**src/rtl/cp0_timer_ctrl_if.sv**
```systemverilog
// CP0 access / exception bus between the M stage and the CP0 timer controller.
interface cp0_timer_ctrl_if #(
    parameter int NUM_HWINT = 6
);
    logic [4:0]           rd_addr;
    logic [4:0]           wr_addr;
    logic                 we;
    logic [31:0]          wdata;
    logic [31:0]          pc;
    logic                 bd_in;
    logic [4:0]           exc_code;
    logic [NUM_HWINT-1:0] hw_int;
    logic                 eret;
    logic                 req;
    logic [31:0]          epc;
    logic [31:0]          rdata;
    logic                 timer_irq;

    // Pipeline side: drives accesses and exception info, receives the redirect.
    modport master (
        output rd_addr, wr_addr, we, wdata, pc, bd_in, exc_code, hw_int, eret,
        input  req, epc, rdata, timer_irq
    );

    // CP0 side.
    modport slave (
        input  rd_addr, wr_addr, we, wdata, pc, bd_in, exc_code, hw_int, eret,
        output req, epc, rdata, timer_irq
    );
endinterface

```
**src/rtl/cp0_timer_ctrl.sv**
```systemverilog
// CP0 for the pipelined MIPS core: SR/Cause/EPC/PrID, Count/Compare timer,
// two software interrupts, exception/interrupt arbitration and eret exit.
module cp0_timer_ctrl #(
    parameter int          NUM_HWINT  = 6,
    parameter logic [31:0] PRID       = 32'h18373019,
    parameter bit          TIMER_EN   = 1'b1,
    parameter int          TIMER_LINE = 5
) (
    input  logic              clk,
    input  logic              reset_n,
    cp0_timer_ctrl_if.slave   bus
);
    localparam logic [4:0] A_COUNT   = 5'd9;
    localparam logic [4:0] A_COMPARE = 5'd11;
    localparam logic [4:0] A_SR      = 5'd12;
    localparam logic [4:0] A_CAUSE   = 5'd13;
    localparam logic [4:0] A_EPC     = 5'd14;
    localparam logic [4:0] A_PRID    = 5'd15;

    // Mask of the IM/IP lines backed by hw_int.
    localparam logic [5:0] HW_MASK = 6'((7'd1 << NUM_HWINT) - 7'd1);
    localparam logic [5:0] TI_BIT  = 6'd1 << TIMER_LINE;

    // Status
    logic [5:0]  im_q, im_d;
    logic [1:0]  swim_q, swim_d;
    logic        exl_q, exl_d;
    logic        ie_q, ie_d;
    // Cause
    logic        bd_q, bd_d;
    logic        ti_q, ti_d;
    logic [5:0]  iphw_q, iphw_d;
    logic [1:0]  ipsw_q, ipsw_d;
    logic [4:0]  exccode_q, exccode_d;
    // EPC (word address only) and timer
    logic [29:0] epc_q, epc_d;
    logic [31:0] count_q, count_d;
    logic [31:0] compare_q, compare_d;

    logic [5:0]  hw_ext;
    logic        int_req, exc_req, req;
    logic [31:0] epc_new;
    logic        wr_en;
    logic [31:0] sr_val, cause_val;

    // Zero-extend the external lines to the full six-bit IP field.
    always_comb begin
        hw_ext                = '0;
        hw_ext[NUM_HWINT-1:0] = bus.hw_int;
    end

    // Arbitration: interrupts are masked at exception level, exceptions are not.
    always_comb begin
        int_req = (|({iphw_q, ipsw_q} & {im_q, swim_q})) & ie_q & ~exl_q;
        exc_req = |bus.exc_code;
        req     = int_req | exc_req;
        epc_new = bus.bd_in ? (bus.pc - 32'd4) : bus.pc;
        // A redirect squashes the mtc0 issued alongside it.
        wr_en   = bus.we & ~req;
    end

    // Next-state for all CP0 registers.
    always_comb begin
        im_d      = im_q;
        swim_d    = swim_q;
        exl_d     = exl_q;
        ie_d      = ie_q;
        bd_d      = bd_q;
        ipsw_d    = ipsw_q;
        exccode_d = exccode_q;
        epc_d     = epc_q;
        count_d   = count_q;
        compare_d = compare_q;
        ti_d      = ti_q;

        // Pending hardware lines sampled every cycle, timer folded into its line.
        iphw_d = (hw_ext | (ti_q ? TI_BIT : 6'd0)) & HW_MASK;

        if (req) begin
            exl_d     = 1'b1;
            bd_d      = bus.bd_in;
            epc_d     = epc_new[31:2];
            exccode_d = int_req ? 5'd0 : bus.exc_code;
        end else begin
            if (wr_en && bus.wr_addr == A_SR) begin
                im_d   = bus.wdata[15:10] & HW_MASK;
                swim_d = bus.wdata[9:8];
                exl_d  = bus.wdata[1];
                ie_d   = bus.wdata[0];
            end else if (bus.eret) begin
                exl_d = 1'b0;
            end
            if (wr_en && bus.wr_addr == A_CAUSE) ipsw_d = bus.wdata[9:8];
            if (wr_en && bus.wr_addr == A_EPC)   epc_d  = bus.wdata[31:2];
        end

        if (TIMER_EN) begin
            count_d = (wr_en && bus.wr_addr == A_COUNT) ? bus.wdata : count_q + 32'd1;
            if (wr_en && bus.wr_addr == A_COMPARE) begin
                compare_d = bus.wdata;
                ti_d      = 1'b0;
            end else begin
                ti_d = ti_q | (count_q == compare_q);
            end
        end
    end

    // State registers, async active-low clear.
    always_ff @(posedge clk or negedge reset_n) begin
        if (!reset_n) begin
            im_q      <= '0;
            swim_q    <= '0;
            exl_q     <= 1'b0;
            ie_q      <= 1'b0;
            bd_q      <= 1'b0;
            ti_q      <= 1'b0;
            iphw_q    <= '0;
            ipsw_q    <= '0;
            exccode_q <= '0;
            epc_q     <= '0;
            count_q   <= '0;
            compare_q <= 32'hFFFF_FFFF;
        end else begin
            im_q      <= im_d;
            swim_q    <= swim_d;
            exl_q     <= exl_d;
            ie_q      <= ie_d;
            bd_q      <= bd_d;
            ti_q      <= ti_d;
            iphw_q    <= iphw_d;
            ipsw_q    <= ipsw_d;
            exccode_q <= exccode_d;
            epc_q     <= epc_d;
            count_q   <= count_d;
            compare_q <= compare_d;
        end
    end

    // mfc0 read mux over the pre-update register values.
    always_comb begin
        sr_val    = {16'd0, im_q, swim_q, 6'd0, exl_q, ie_q};
        cause_val = {bd_q, ti_q, 14'd0, iphw_q, ipsw_q, 1'b0, exccode_q, 2'b00};
        case (bus.rd_addr)
            A_COUNT:   bus.rdata = TIMER_EN ? count_q : 32'd0;
            A_COMPARE: bus.rdata = TIMER_EN ? compare_q : 32'd0;
            A_SR:      bus.rdata = sr_val;
            A_CAUSE:   bus.rdata = cause_val;
            A_EPC:     bus.rdata = {epc_q, 2'b00};
            A_PRID:    bus.rdata = PRID;
            default:   bus.rdata = 32'd0;
        endcase
    end

    // Redirect outputs: EPC is forwarded in the cycle the request is raised.
    always_comb begin
        bus.req       = req;
        bus.epc       = req ? epc_new : {epc_q, 2'b00};
        bus.timer_irq = ti_q;
    end
endmodule
```
**src/flat_wrapper.sv**
```systemverilog
// flat-port wrapper written by rule: the top's interface ports become plain ports
module cp0_timer_ctrl_flat 
#(
    parameter int          NUM_HWINT  = 6,
    parameter logic [31:0] PRID       = 32'h18373019,
    parameter bit          TIMER_EN   = 1'b1,
    parameter int          TIMER_LINE = 5
)
  (clk, reset_n, bus_rd_addr, bus_wr_addr, bus_we, bus_wdata, bus_pc, bus_bd_in, bus_exc_code, bus_hw_int, bus_eret, bus_req, bus_epc, bus_rdata, bus_timer_irq);
  cp0_timer_ctrl_if #(.NUM_HWINT(NUM_HWINT)) bus_i ();
  input  logic clk;
  input  logic reset_n;
  input wire logic [$bits(bus_i.rd_addr)-1:0] bus_rd_addr;
  input wire logic [$bits(bus_i.wr_addr)-1:0] bus_wr_addr;
  input wire logic [$bits(bus_i.we)-1:0] bus_we;
  input wire logic [$bits(bus_i.wdata)-1:0] bus_wdata;
  input wire logic [$bits(bus_i.pc)-1:0] bus_pc;
  input wire logic [$bits(bus_i.bd_in)-1:0] bus_bd_in;
  input wire logic [$bits(bus_i.exc_code)-1:0] bus_exc_code;
  input wire logic [$bits(bus_i.hw_int)-1:0] bus_hw_int;
  input wire logic [$bits(bus_i.eret)-1:0] bus_eret;
  output wire logic [$bits(bus_i.req)-1:0] bus_req;
  output wire logic [$bits(bus_i.epc)-1:0] bus_epc;
  output wire logic [$bits(bus_i.rdata)-1:0] bus_rdata;
  output wire logic [$bits(bus_i.timer_irq)-1:0] bus_timer_irq;
  assign bus_i.rd_addr = bus_rd_addr;
  assign bus_i.wr_addr = bus_wr_addr;
  assign bus_i.we = bus_we;
  assign bus_i.wdata = bus_wdata;
  assign bus_i.pc = bus_pc;
  assign bus_i.bd_in = bus_bd_in;
  assign bus_i.exc_code = bus_exc_code;
  assign bus_i.hw_int = bus_hw_int;
  assign bus_i.eret = bus_eret;
  assign bus_req = bus_i.req;
  assign bus_epc = bus_i.epc;
  assign bus_rdata = bus_i.rdata;
  assign bus_timer_irq = bus_i.timer_irq;
  cp0_timer_ctrl #(.NUM_HWINT(NUM_HWINT), .PRID(PRID), .TIMER_EN(TIMER_EN), .TIMER_LINE(TIMER_LINE)) u_core (.clk(clk), .reset_n(reset_n), .bus(bus_i));
endmodule
```
**config.mk**
```make
export PLATFORM = sky130hd
export DESIGN_NAME = cp0_timer_ctrl_flat
export DESIGN_NICKNAME = d
export VERILOG_FILES = /design/src/rtl/cp0_timer_ctrl_if.sv /design/src/rtl/cp0_timer_ctrl.sv /design/src/flat_wrapper.sv
export SDC_FILE = /design/constraint.sdc
export NUM_CORES = 1
export LEC_CHECK = 0
export CAP_MARGIN = 20
export CORE_ASPECT_RATIO = 1.75
export CORE_MARGIN = 2
export CORE_UTILIZATION = 45
export CTS_BUF_LIST = sky130_fd_sc_hd__clkbuf_8
export DETAILED_ROUTE_END_ITERATION = 7
export PLACE_DENSITY = 0.72
export RECOVER_POWER = 50
export SETUP_SLACK_MARGIN = 0.2
export SLEW_MARGIN = 20
export SYNTH_ARGS = -nofsm -noshare
export SYNTH_HDL_FRONTEND = slang
export SYNTH_SLANG_ARGS = --single-unit
```
**constraint.sdc**
```tcl
create_clock -name clk -period 3.9 [get_ports clk]
set_clock_uncertainty 0.15 [all_clocks]
set_input_delay 0.78 -clock clk [delete_from_list [all_inputs] [get_ports clk]]
set_output_delay 0.78 -clock clk [all_outputs]
set_load 0.01 [all_outputs]
```
# After elaboration in Yosys (flattened, before gate mapping)
# Cells that the tools add are included.
[op_classes]
order_cmp = 0
bitwise = 9
reduce_logical = 11
n_addsub = 2
eq_ne = 12
n_mul = 0
div_mod_pow = 0
shifts = 0
n_mux = 12
[ops]
columns = ["op", "n"]
rows = [
  ["32-bit case mux with 6 select lines", 1],
  ["32-bit two-way mux", 3],
  ["30-bit two-way mux", 2],
  ["5-bit by 4-bit == test with 1-bit output, second input constant", 11],
  ["32-bit by 1-bit adder with 32-bit output, second input constant", 1],
  ["32-bit == test", 1],
  ["32-bit by 3-bit subtractor with 32-bit output, second input constant", 1],
  ["8-bit AND", 1],
  ["8-bit OR reduction", 1],
  ["6-bit two-way mux", 1],
  ["6-bit bitwise OR", 1],
  ["1-bit logical AND", 5],
  ["5-bit two-way mux", 1],
  ["5-bit OR reduction", 1],
  ["1-bit two-way mux", 4],
  ["2-bit AND reduction", 2],
  ["1-bit AND", 3],
  ["3-bit nonzero test", 1],
  ["1-bit NOT", 2],
  ["1-bit bitwise OR", 2],
  ["2-bit nonzero test", 1],
]
[word_totals]
latchBits = 0
output_inout_bits = 66
regBits = 119
in_bits = 90
romBits = 0
ramBits = 0
elab_cells = 58
memories = 0

# Longest topological paths before layout
# Gate-level depths: netlist of run 1.
[logic_depth]
depth_word = 10
ltp_mapped = 7
ltp_nobuf = 6

# Worst setup path after synthesis of run 1
# Ideal clock, no wire load.
[synth_timing]
kind = "input-to-output"
from = "input bus_pc[26]"
to = "output bus_epc[30]"
path_buffers = 0
path_stages = 5
arrival_ns = 2.415
required_time_ns = 2.970
setup_slack_ns = 0.555
cell_sequence = "or4_4 -> or4_4 -> o31a_2 -> nor3_1 -> nor2_1"
[synth_via]
elab_chain_cells = 3
[synth_rtl]
columns = ["element", "line", "rtl"]
rows = [
  ["start: declaration", "flat_wrapper.sv:17", "input wire logic [$bits(bus_i.pc)-1:0] bus_pc;"],
  ["32-bit by 3-bit subtractor with 32-bit output", "cp0_timer_ctrl.sv:57", "epc_new = bus.bd_in ? (bus.pc - 32'd4) : bus.pc;"],
  ["32-bit two-way mux", "cp0_timer_ctrl.sv:57", ""],
  ["32-bit two-way mux", "cp0_timer_ctrl.sv:157", "bus.epc = req ? epc_new : {epc_q, 2'b00};"],
  ["end: declaration", "flat_wrapper.sv:23", "output wire logic [$bits(bus_i.epc)-1:0] bus_epc;"],
]
# No other way between the ends.

# Worst setup path in the final report of run 1
[layout_timing]
from = "input bus_exc_code[4]"
to = "output bus_epc[7]"
[layout_via]
elab_chain_cells = 3
[layout_rtl]
columns = ["element", "line", "rtl"]
rows = [
  ["start: declaration", "flat_wrapper.sv:19", "input wire logic [$bits(bus_i.exc_code)-1:0] bus_exc_code;"],
  ["5-bit OR reduction", "cp0_timer_ctrl.sv:55", "exc_req = |bus.exc_code;"],
  ["1-bit bitwise OR", "cp0_timer_ctrl.sv:56", "req = int_req | exc_req;"],
  ["32-bit two-way mux", "cp0_timer_ctrl.sv:157", ""],
]
# No other way between the ends.

==> impl_metrics.env, run 1 <==
export IMPL_cts_hold_buf=0
export IMPL_post_place_ws_ps=-534
export IMPL_critPathArrivalTime_ps=2840
export IMPL_grt_usage_pct=30.7
export IMPL_route_met3_wl_um=1560
export IMPL_clock_fmax_mhz=265
export IMPL_synth_edff_count=0
export IMPL_dpl_cell_count=1230
export IMPL_cp_required_ps=2970
export IMPL_highest_layer="met4"
export IMPL_clkLatencyLatePin_ps=450
export IMPL_ys_flop_type="dfrtp_1"
export IMPL_grt_max_degree=61
export IMPL_tns_ps=0
export IMPL_fin_crit_sh_pct=96.7
export IMPL_r2r_start="u_core.im_q[3]"
export IMPL_nets=1191
export IMPL_violations="max-capacitance violations, max-slew violations"
export IMPL_synth_fp_nets=912
export IMPL_r2r_worst_path_cells=8
export IMPL_cts_sinks=119
export IMPL_setup_viol=0
export IMPL_cts_max_level=4
export IMPL_ys_seq_area_share_pct=40.8
export IMPL_coreArea_mm2=0.0163
export IMPL_rows=62
export IMPL_finalHoldViolCount=0
export IMPL_ys_seq_elements=119
export IMPL_syn_area_mm2=0.00740
export IMPL_p_leak_uw=0.00486
export IMPL_yosysWarnings=0
export IMPL_endpoint_kind="output pin"
export IMPL_antenna_cells=0
export IMPL_worstSetupPathType="input port to output pin"
export IMPL_port_buffers=155
export IMPL_worstSetupStartpointType="input port"
export IMPL_syn_avg_cell_area_um2=9.02
export IMPL_setup_slack_ps=130
export IMPL_grt_first_pass_wirelength_um=41000
export IMPL_grt_pass1_vias=7558
export IMPL_period_needed_ps=3770
export IMPL_power_density_mw_per_mm2=306
export IMPL_regArea_mm2=0.00302
export IMPL_hold_slack_ps=350
export IMPL_hpwl_um=19700
export IMPL_tritoncts="built"
export IMPL_place_congestion=0.919
export IMPL_synth_largest_area_cell="dfrtp_1"
export IMPL_synth_async_sr_flop_share_pct=100
export IMPL_viasPerCell=5.87
export IMPL_die_x_um=101
export IMPL_maxSlewHeadroom_pct=-8.32
export IMPL_drtIter0Drc=569
export IMPL_drv_cap=1
export IMPL_post_drt_wl_per_cell_um=20.8
export IMPL_cts_buffers=17
export IMPL_synthCells=820
export IMPL_syn2layout_area_growth_pct=47.6
export IMPL_wl_um=27100
export IMPL_finalMaxSlewViolations=61
export IMPL_n_fill_cell=1361
export IMPL_rrSetupSlack_ps=510
export IMPL_synth_cell_types=58
export IMPL_cts_path_max_buffers=2
export IMPL_min_from="u_core.bd_q"
export IMPL_drt_first_pass_iters=5
export IMPL_hold_depth=2
export IMPL_clkTransAtPathRegs_ps=70
export IMPL_min_path_type="flop to flop"
export IMPL_antenna_found_initial=0
export IMPL_vias=7648
export IMPL_outcome="complete, but fails checks"
export IMPL_fp_dieH_um=174
export IMPL_tightestPinTransition_ps=1620
export IMPL_pin_count=156
export IMPL_whs_endpoint="u_core.bd_q"
export IMPL_netlist_area_leader_share_pct=29.4
export IMPL_worstPathMaxFanout=6
export IMPL_multi_input_area_mm2=0.00452
export IMPL_cts_root_buf="clkbuf_8"
export IMPL_final_layout_size_suffix_gt1_share_pct=31.5
export IMPL_r2r_end="u_core.count_q[31]"
export IMPL_fin_cells=1304
export IMPL_peakVddDrop_v=0.000188
export IMPL_antenna_left=0
export IMPL_die_area_mm2=0.0175
export IMPL_met2WireLength_um=14200
export IMPL_drc=0
export IMPL_yosys_top_cells_area="dfrtp_1 29%, dfstp_2 11%, mux2_2 6.8%, xnor2_1 6.2%, a21oi_1 5.5%"
export IMPL_rsz0062_at_grt="yes"
export IMPL_initial_utilization_pct=45.4
export IMPL_grt_overflow=0
export IMPL_wl_met1_um=10100
==> cell usage in the layout (no fill, tap or decap), types with 7 or more instances in the layout <==
cell type,count
nor2_1,85
clkdlybuf4s50_1,72
dfstp_2,32
mux2i_1,34
a31oi_1,8
mux2_2,45
a21oi_1,76
dfrtp_1,87
and3_1,24
nor3_2,8
o21ai_0,34
clkbuf_8,17
nor4_2,8
xor2_1,30
buf_4,134
clkbuf_1,7
a22oi_1,9
nand3_1,15
clkbuf_2,13
dlygate4sd2_1,34
xnor2_1,48
nor2_2,8
nand2_1,89
nand4_1,25
dlymetal6s2s_1,10
buf_2,12
==> kinds of logic (layout without fill, tap and decap cells) <==
kind of cell,after synthesis,count (layout),share of synthesized area [%]
simple gates,322,322,22.0
compound gates,159,159,12.4
flops,119,119,40.8
xor+xnor,85,85,10.1
mux,79,79,11.4
buf+inv,54,346,3.01
fa+ha+maj,2,2,0.338
==> critical path, stage by stage <==
cell	delay [ps]
dlygate4sd2_1	260
or4_1	590
nor3_4	180
inv_1	200
bufbuf_16	330
nand2_1	90
o21a_1	160
clkdlybuf4s15_1	250
==> layout make-up <==
cell class / count / area share (%)
clock buffer: 17 / 2.14
clock inverter: 15 / 1.87
inverter: 5 / 0.172
multi-input combinational: 647 / 41.4
sequential: 119 / 27.6
tap: 192 / 2.20
timing repair buffer: 309 / 24.6
==> power by group <==
| group | switching, µW | total (µW) | internal (µW) | leakage (µW) |
|---|---|---|---|---|
| combinational | 311 | 649 | 338 | 0.00323 |
| sequential | 123 | 1440 | 1320 | 0.00142 |
| clock | 550 | 1250 | 701 | 0.000214 |
| total | 984 | 3340 | 2360 | 0.00486 |
==> through the flow <==
step	utilization (%)	area [µm²]	power, µW
floorplan	-	7400	1710
global placement	60.8	9910	2070
detailed placement	60.8	9910	2080
CTS	66.3	10800	3330
global route	67.0	10900	3460
finish	67.0	10900	3340
==> state kept, by name, summed over array words and instances, names as in the netlist <==
name                  cells
u_core.iphw_q             6
u_core.compare_q         32
u_core.bd_q               1
u_core.exl_q              1
u_core.im_q               6
u_core.exccode_q          5
u_core.epc_q             30
u_core.count_q           32
u_core.swim_q             2
u_core.ipsw_q             2
u_core.bus.timer_irq      1
u_core.ie_q               1
==> cells in the mapped netlist (all sizes together), types with 2 or more instances <==
library cell,number
a22oi,9
and2,6
a21boi,2
mux2i,34
nor4,15
o22ai,2
clkbuf,27
or4,8
xnor2,52
a31oi,8
xor2,33
nand4,25
nand3,17
nand4b,4
o21ai,35
a211oi,2
nor3b,2
o31a,4
dfstp,32
nor3,15
a21oi,82
and3,24
nor2,94
nor2b,4
nand2,90
or3,6
ha,2
buf,22
mux2,45
inv,5
o221ai,3
dfrtp,87
nand3b,4
o21a,2
a221o,6
==> how the worst max path moves through the flow <==
stage | start | end | cells after the start
after floorplan | bus_pc[26] | bus_epc[30] | 5
after global placement | bus_pc[26] | bus_epc[30] | 7
after detailed placement | bus_pc[26] | bus_epc[30] | 7
after CTS | bus_pc[25] | bus_epc[30] | 7
after global routing | bus_exc_code[4] | bus_epc[7] | 8
final | bus_exc_code[4] | bus_epc[7] | 8
==> timing repair <==
action,in CTS,in global routing
setup buffers,30,10
setup endpoints to repair,49,33
gates resized for setup,159,57
pin swaps,32,20
gates cloned,2,0
==> per-layer routing <==
layer  track usage (%)  vias to the layer above
met5                 0                        -
met4              13.9                        0
met3              4.88                       76
met2              53.1                      345
met1              36.8                     3733
li1                  -                     3494
Power figures use the tool's default switching activity.
==> inputs of run 2 (changes only) <==
- DONT_BUFFER_PORTS: not set -> 1
- PLACE_DENSITY: 0.72 -> not set
==> run 2 against run 1 <==
The run still ends with max-capacitance violations, max-slew violations left. Die area unchanged. Sequential power about the same. Cell count decreased by 20%. Sequential cell count unchanged. Wire length decreased by 8.5%. Global-route usage decreased by 1.8 points.
==> impl_metrics.env, run 2 (synthesis gave the netlist of run 1 again) <==
export IMPL_antenna_left=0
export IMPL_grt_first_pass_wirelength_um=38200
export IMPL_power_density_mw_per_mm2=370
export IMPL_drtIter0Drc=399
export IMPL_r2r_worst_path_cells=8
export IMPL_tns_ps=0
export IMPL_pin_count=156
export IMPL_rsz0062_at_grt="no"
export IMPL_layout_common_cells="93 x nor2_1, 90 x nand2_1, 87 x dfrtp_1"
export IMPL_drv_cap=1
export IMPL_cts_buffers=17
export IMPL_fp_dieH_um=174
export IMPL_post_drt_wl_per_cell_um=23.8
export IMPL_clkLatencyLatePin_ps=450
export IMPL_worstSetupPathType="input port to output pin"
export IMPL_top_regs="u_core.compare_q: 32 flops, u_core.count_q: 32 flops, u_core.epc_q: 30 flops"
export IMPL_violations="max-capacitance violations, max-slew violations"
export IMPL_hold_slack_ps=27.6
export IMPL_critPathArrivalTime_ps=2670
export IMPL_rows=62
export IMPL_r2r_end="u_core.compare_q[6]"
export IMPL_hpwl_um=18500
export IMPL_nets=929
export IMPL_clock_fmax_mhz=278
export IMPL_finalHoldViolCount=0
export IMPL_r2r_start="u_core.im_q[3]"
export IMPL_crit_slowest_cell="or4_1"
export IMPL_coreArea_mm2=0.0163
export IMPL_final_common_cell="nor2_1"
export IMPL_cts_max_level=4
export IMPL_grt_overflow=0
export IMPL_crit_top_cell="or4_1"
export IMPL_worstPathMaxFanout=4
export IMPL_antenna_cells=0
export IMPL_tightestPinTransition_ps=2310
export IMPL_cts_path_max_buffers=2
export IMPL_initial_utilization_pct=45.4
export IMPL_viasPerCell=6.25
export IMPL_slowest_delay_ps=650
export IMPL_p_leak_uw=0.00336
export IMPL_finish_utilization_pct=50.6
export IMPL_total_power_uw=3050
export IMPL_rrSetupSlack_ps=1240
export IMPL_antenna_found_initial=1
export IMPL_vias=6508
export IMPL_post_place_ws_ps=295
export IMPL_cts_root_buf="clkbuf_8"
export IMPL_die_area_mm2=0.0175
export IMPL_cp_required_ps=2970
export IMPL_clkTransAtPathRegs_ps=80
export IMPL_maxSlewHeadroom_pct=-54.2
export IMPL_setup_slack_ps=297
export IMPL_ctsResizeCount=0
export IMPL_cts_hold_buf=2
export IMPL_peakVddDrop_v=0.000199
export IMPL_die_x_um=101
export IMPL_grt_max_degree=88
export IMPL_min_path_type="input port to asynchronous set/reset pin"
export IMPL_cp_cell_sequence="or4_1, or4_1, o31a_2, nor3_1, nor2_1"
export IMPL_drt_first_pass_iters=6
export IMPL_outcome="complete, but fails checks"
export IMPL_port_buffers=0
export IMPL_tritoncts="built"
export IMPL_grt_pass1_vias=6494
export IMPL_syn2layout_area_growth_pct=11.5
export IMPL_postCtsSetupRepairBufs=0
export IMPL_place_congestion=0.904
export IMPL_n_fill_cell=1580
export IMPL_grt_usage_pct=28.8
export IMPL_finalMaxSlewViolations=88
export IMPL_drc=0
export IMPL_setup_viol=0
export IMPL_wl_um=24800
export IMPL_cts_sinks=119
export IMPL_fin_crit_sh_pct=92.4
export IMPL_worstSetupStartpointType="input port"
export IMPL_endpoint_kind="output pin"
export IMPL_final_layout_size_suffix_gt1_share_pct=20.1
export IMPL_period_needed_ps=3600
run 2: per-stage QoR:
step,cell area [µm²],instances
after floorplan,7400,820
after global placement,7800,1008
after detailed placement,7800,1008
after CTS,8270,1042
after global routing,8250,1042
final,8250,1042
run 2: power by group:
part	internal, µW	switching [µW]
Clock	673	554
Combinational	181	198
Sequential	1320	123
Total	2170	875
run 2: worst max-delay path by stage:
stage | startpoint | endpoint | slack (ps)
after detailed placement | bus_pc[10] | bus_epc[26] | 290
after global placement | bus_pc[10] | bus_epc[26] | 320
after global routing | bus_pc[10] | bus_epc[26] | 210
after floorplan | bus_pc[26] | bus_epc[30] | 550
final | bus_pc[10] | bus_epc[26] | 300
after CTS | bus_pc[10] | bus_epc[26] | 290
run 2: area by class of cell:
class | count | area, µm² | share of cell area [%]
flip-flops and latches | 119 | 3020 | 36.6
repair buffers | 47 | 365 | 4.43
clock inverters | 13 | 170 | 2.06
well taps | 192 | 240 | 2.91
clock buffers | 19 | 262 | 3.17
multi-input cells | 647 | 4170 | 50.6
inverters | 5 | 18.8 | 0.228
run 2: worst max-delay path, delay by kind of cell:
kind	cells	cell delay, ps
and+or+nand+nor	4	1600
AOI/OAI and AO/OA	1	300
run 2: routing by layer:
metal | share of wire, % | global-route usage (%) | vias up
met5 | 0.052 | 0 | -
met3 | 6.5 | 6.05 | 51
li1 | - | - | 2971
met1 | 38 | 35.4 | 3203
met4 | 4.0 | 12.6 | 2
met2 | 52 | 48.2 | 281
==> inputs of run 3 (changes only) <==
--- a/config.mk
+++ b/config.mk
@@ -8,3 +8,3 @@
 export CAP_MARGIN = 20
-export CORE_ASPECT_RATIO = 1.75
+export CORE_ASPECT_RATIO = 1.25
 export CORE_MARGIN = 2
@@ -12,2 +12,3 @@
 export CTS_BUF_LIST = sky130_fd_sc_hd__clkbuf_8
+export CTS_CLUSTER_DIAMETER = 40
 export DETAILED_ROUTE_END_ITERATION = 7
==> constraint.sdc (replaced) <==
create_clock -name clk -period 3.9 [get_ports clk]
set_clock_uncertainty 0.15 [all_clocks]
set_input_delay 1.17 -clock clk [delete_from_list [all_inputs] [get_ports clk]]
set_output_delay 1.17 -clock clk [all_outputs]
set_load 0.01 [all_outputs]
==> run 3 against run 2 <==
The flow finishes with violations (negative setup slack). Largest cell class unchanged. Register-to-register slack got worse by 710 ps. Via count rose by 3.0%. Wire length rose by 4.0%. Clock-buffer cell count fell by 1. Sequential power barely moved. Highest routed layer is now met4. Power fell by 3.4%. Sequential cell count did not move. Core utilization rose by 11 points.
==> impl_metrics.env, run 3 (synthesis gave the netlist of run 1 again) <==
export IMPL_drtIter0Drc=351
export IMPL_drt_first_pass_iters=5
export IMPL_worstSetupPathType="input port to output pin"
export IMPL_initial_utilization_pct=45.9
export IMPL_cts_root_buf="clkbuf_8"
export IMPL_grt_overflow=0
export IMPL_pin_count=156
export IMPL_rows=52
export IMPL_n_fill_cell=1399
export IMPL_final_area_mm2=0.00991
export IMPL_finalMaxSlewViolations=0
export IMPL_fin_cells=1154
export IMPL_grt_max_degree=120
export IMPL_clock_fmax_mhz=237
export IMPL_antenna_cells=0
export IMPL_coreArea_mm2=0.0161
export IMPL_place_congestion=0.928
export IMPL_setup_viol=28
export IMPL_cts_buffers=17
export IMPL_final_common_cell="buf_4"
export IMPL_antenna_found_initial=0
export IMPL_syn2layout_area_growth_pct=33.9
export IMPL_critPathArrivalTime_ps=2900
export IMPL_period_needed_ps=4220
export IMPL_grt_pass1_vias=6739
export IMPL_total_power_uw=2940
export IMPL_worstPathMaxFanout=3
export IMPL_grt_usage_pct=29.2
export IMPL_maxSlewHeadroom_pct=32.3
export IMPL_clkTransAtPathRegs_ps=80
export IMPL_die_x_um=119
export IMPL_drv_cap=0
export IMPL_cts_sinks=119
export IMPL_grt_first_pass_wirelength_um=39200
export IMPL_top_regs="u_core.compare_q: 32 flops, u_core.count_q: 32 flops, u_core.epc_q: 30 flops"
export IMPL_post_place_ws_ps=-290
export IMPL_drc=0
export IMPL_fin_crit_sh_pct=108
export IMPL_tritoncts="built"
export IMPL_port_buffers=0
export IMPL_peakVddDrop_v=0.000265
export IMPL_viasPerCell=5.81
export IMPL_min_path_type="input port to asynchronous set/reset pin"
export IMPL_outcome="complete, but fails checks"
export IMPL_power_density_mw_per_mm2=297
export IMPL_rsz0062_at_grt="yes"
export IMPL_die_area_mm2=0.0175
export IMPL_dpl_cell_count=1079
export IMPL_cts_path_max_buffers=2
export IMPL_setup_slack_ps=-322
export IMPL_endpoint_kind="output pin"
export IMPL_placed_cell_area_mm2=0.00861
export IMPL_layout_common_cells="108 x buf_4, 87 x dfrtp_1, 86 x nand2_1"
export IMPL_cp_required_ps=2580
export IMPL_nets=1017
export IMPL_finalHoldViolCount=0
export IMPL_wl_um=25800
export IMPL_cts_max_level=4
export IMPL_post_drt_wl_per_cell_um=22.4
export IMPL_cts_hold_buf=0
export IMPL_hpwl_um=18600
export IMPL_final_layout_size_suffix_gt1_share_pct=38.3
export IMPL_vias=6703
export IMPL_antenna_left=0
export IMPL_fp_dieH_um=147
export IMPL_p_leak_uw=0.00412
export IMPL_clkLatencyLatePin_ps=430
export IMPL_worstSetupStartpointType="input port"
export IMPL_tightestPinTransition_ps=1010
export IMPL_violations="negative setup slack"
==> run 3: cell count changes in the layout (fill, tap and decap cells not counted), moves of 8 or more <==
cell / delta
a21oi_1: -19
a21oi_4: +16
buf_12: +8
buf_4: +64
buf_6: +11
nor2_1: -30
nor2_2: +13
nor2_4: +17
nor3_1: -8
nor4_1: -8
xnor2_1: -9
xnor2_2: +9
==> run 3: worst max-delay path, cell delays in order <==
cell      delay [ps]
or4_4            530
buf_4            150
buf_6            120
or3_4            330
o31ai_4          270
o311ai_4         160
o21a_1           170
==> run 3: metrics by stage <==
step	hold WS, ps	setup TNS, ps	util, %
after global routing	253	-3870	61.4
final	281	-2360	61.4
after CTS	265	-1210	59.9
after floorplan	289	-712	-
after detailed placement	320	-1940	53.4
after global placement	309	-1800	53.4
==> run 3: final timing paths <==
check | from | end | slack [ps] | depth (start not counted)
max in group asynchronous | reset_n | u_core.compare_q[20] | 3080 | 0
min in group clk | u_core.bd_q | u_core.bd_q | 340 | 2
max reg2reg | u_core.exl_q | u_core.epc_q[27] | 530 | 20
min reg2reg | u_core.bd_q | u_core.bd_q | 340 | 2
min | reset_n | u_core.im_q[4] | 280 | 0
max | bus_pc[26] | bus_epc[29] | -320 | 7
==> run 3: report_power, final <==
group / internal, µW / total (µW) / switching, µW / leakage (µW)
Combinational: 254 / 471 / 217 / 0.00252
Clock: 513 / 1030 / 513 / 0.000191
Sequential: 1320 / 1450 / 126 / 0.00142
==> run 3: area by class of cell <==
cell class | count | area (µm²) | share of cell area [%]
clock buffers | 18 | 248 | 2.50
clock inverters | 14 | 113 | 1.14
inverters | 5 | 21.3 | 0.215
multi-input cells | 647 | 4990 | 50.4
flip-flops and latches | 119 | 3020 | 30.5
well taps | 216 | 270 | 2.73
repair buffers | 135 | 1250 | 12.6
==> run 3: what timing repair did <==
action	4_1_cts	5_1_grt
gates resized for setup	71	35
cloned	4	0
pin swaps	26	15
setup buffers	30	9
endpoints found under the setup margin	35	42
==> run 3: per-layer routing <==
layer  global-route usage, %  up-vias  wire, µm
li1                        -     3132         -
met1                    38.6     3315     10900
met2                    49.7      224     13000
met3                    4.54       32      1250
met4                    8.33        0       680
met5                       0        -         0
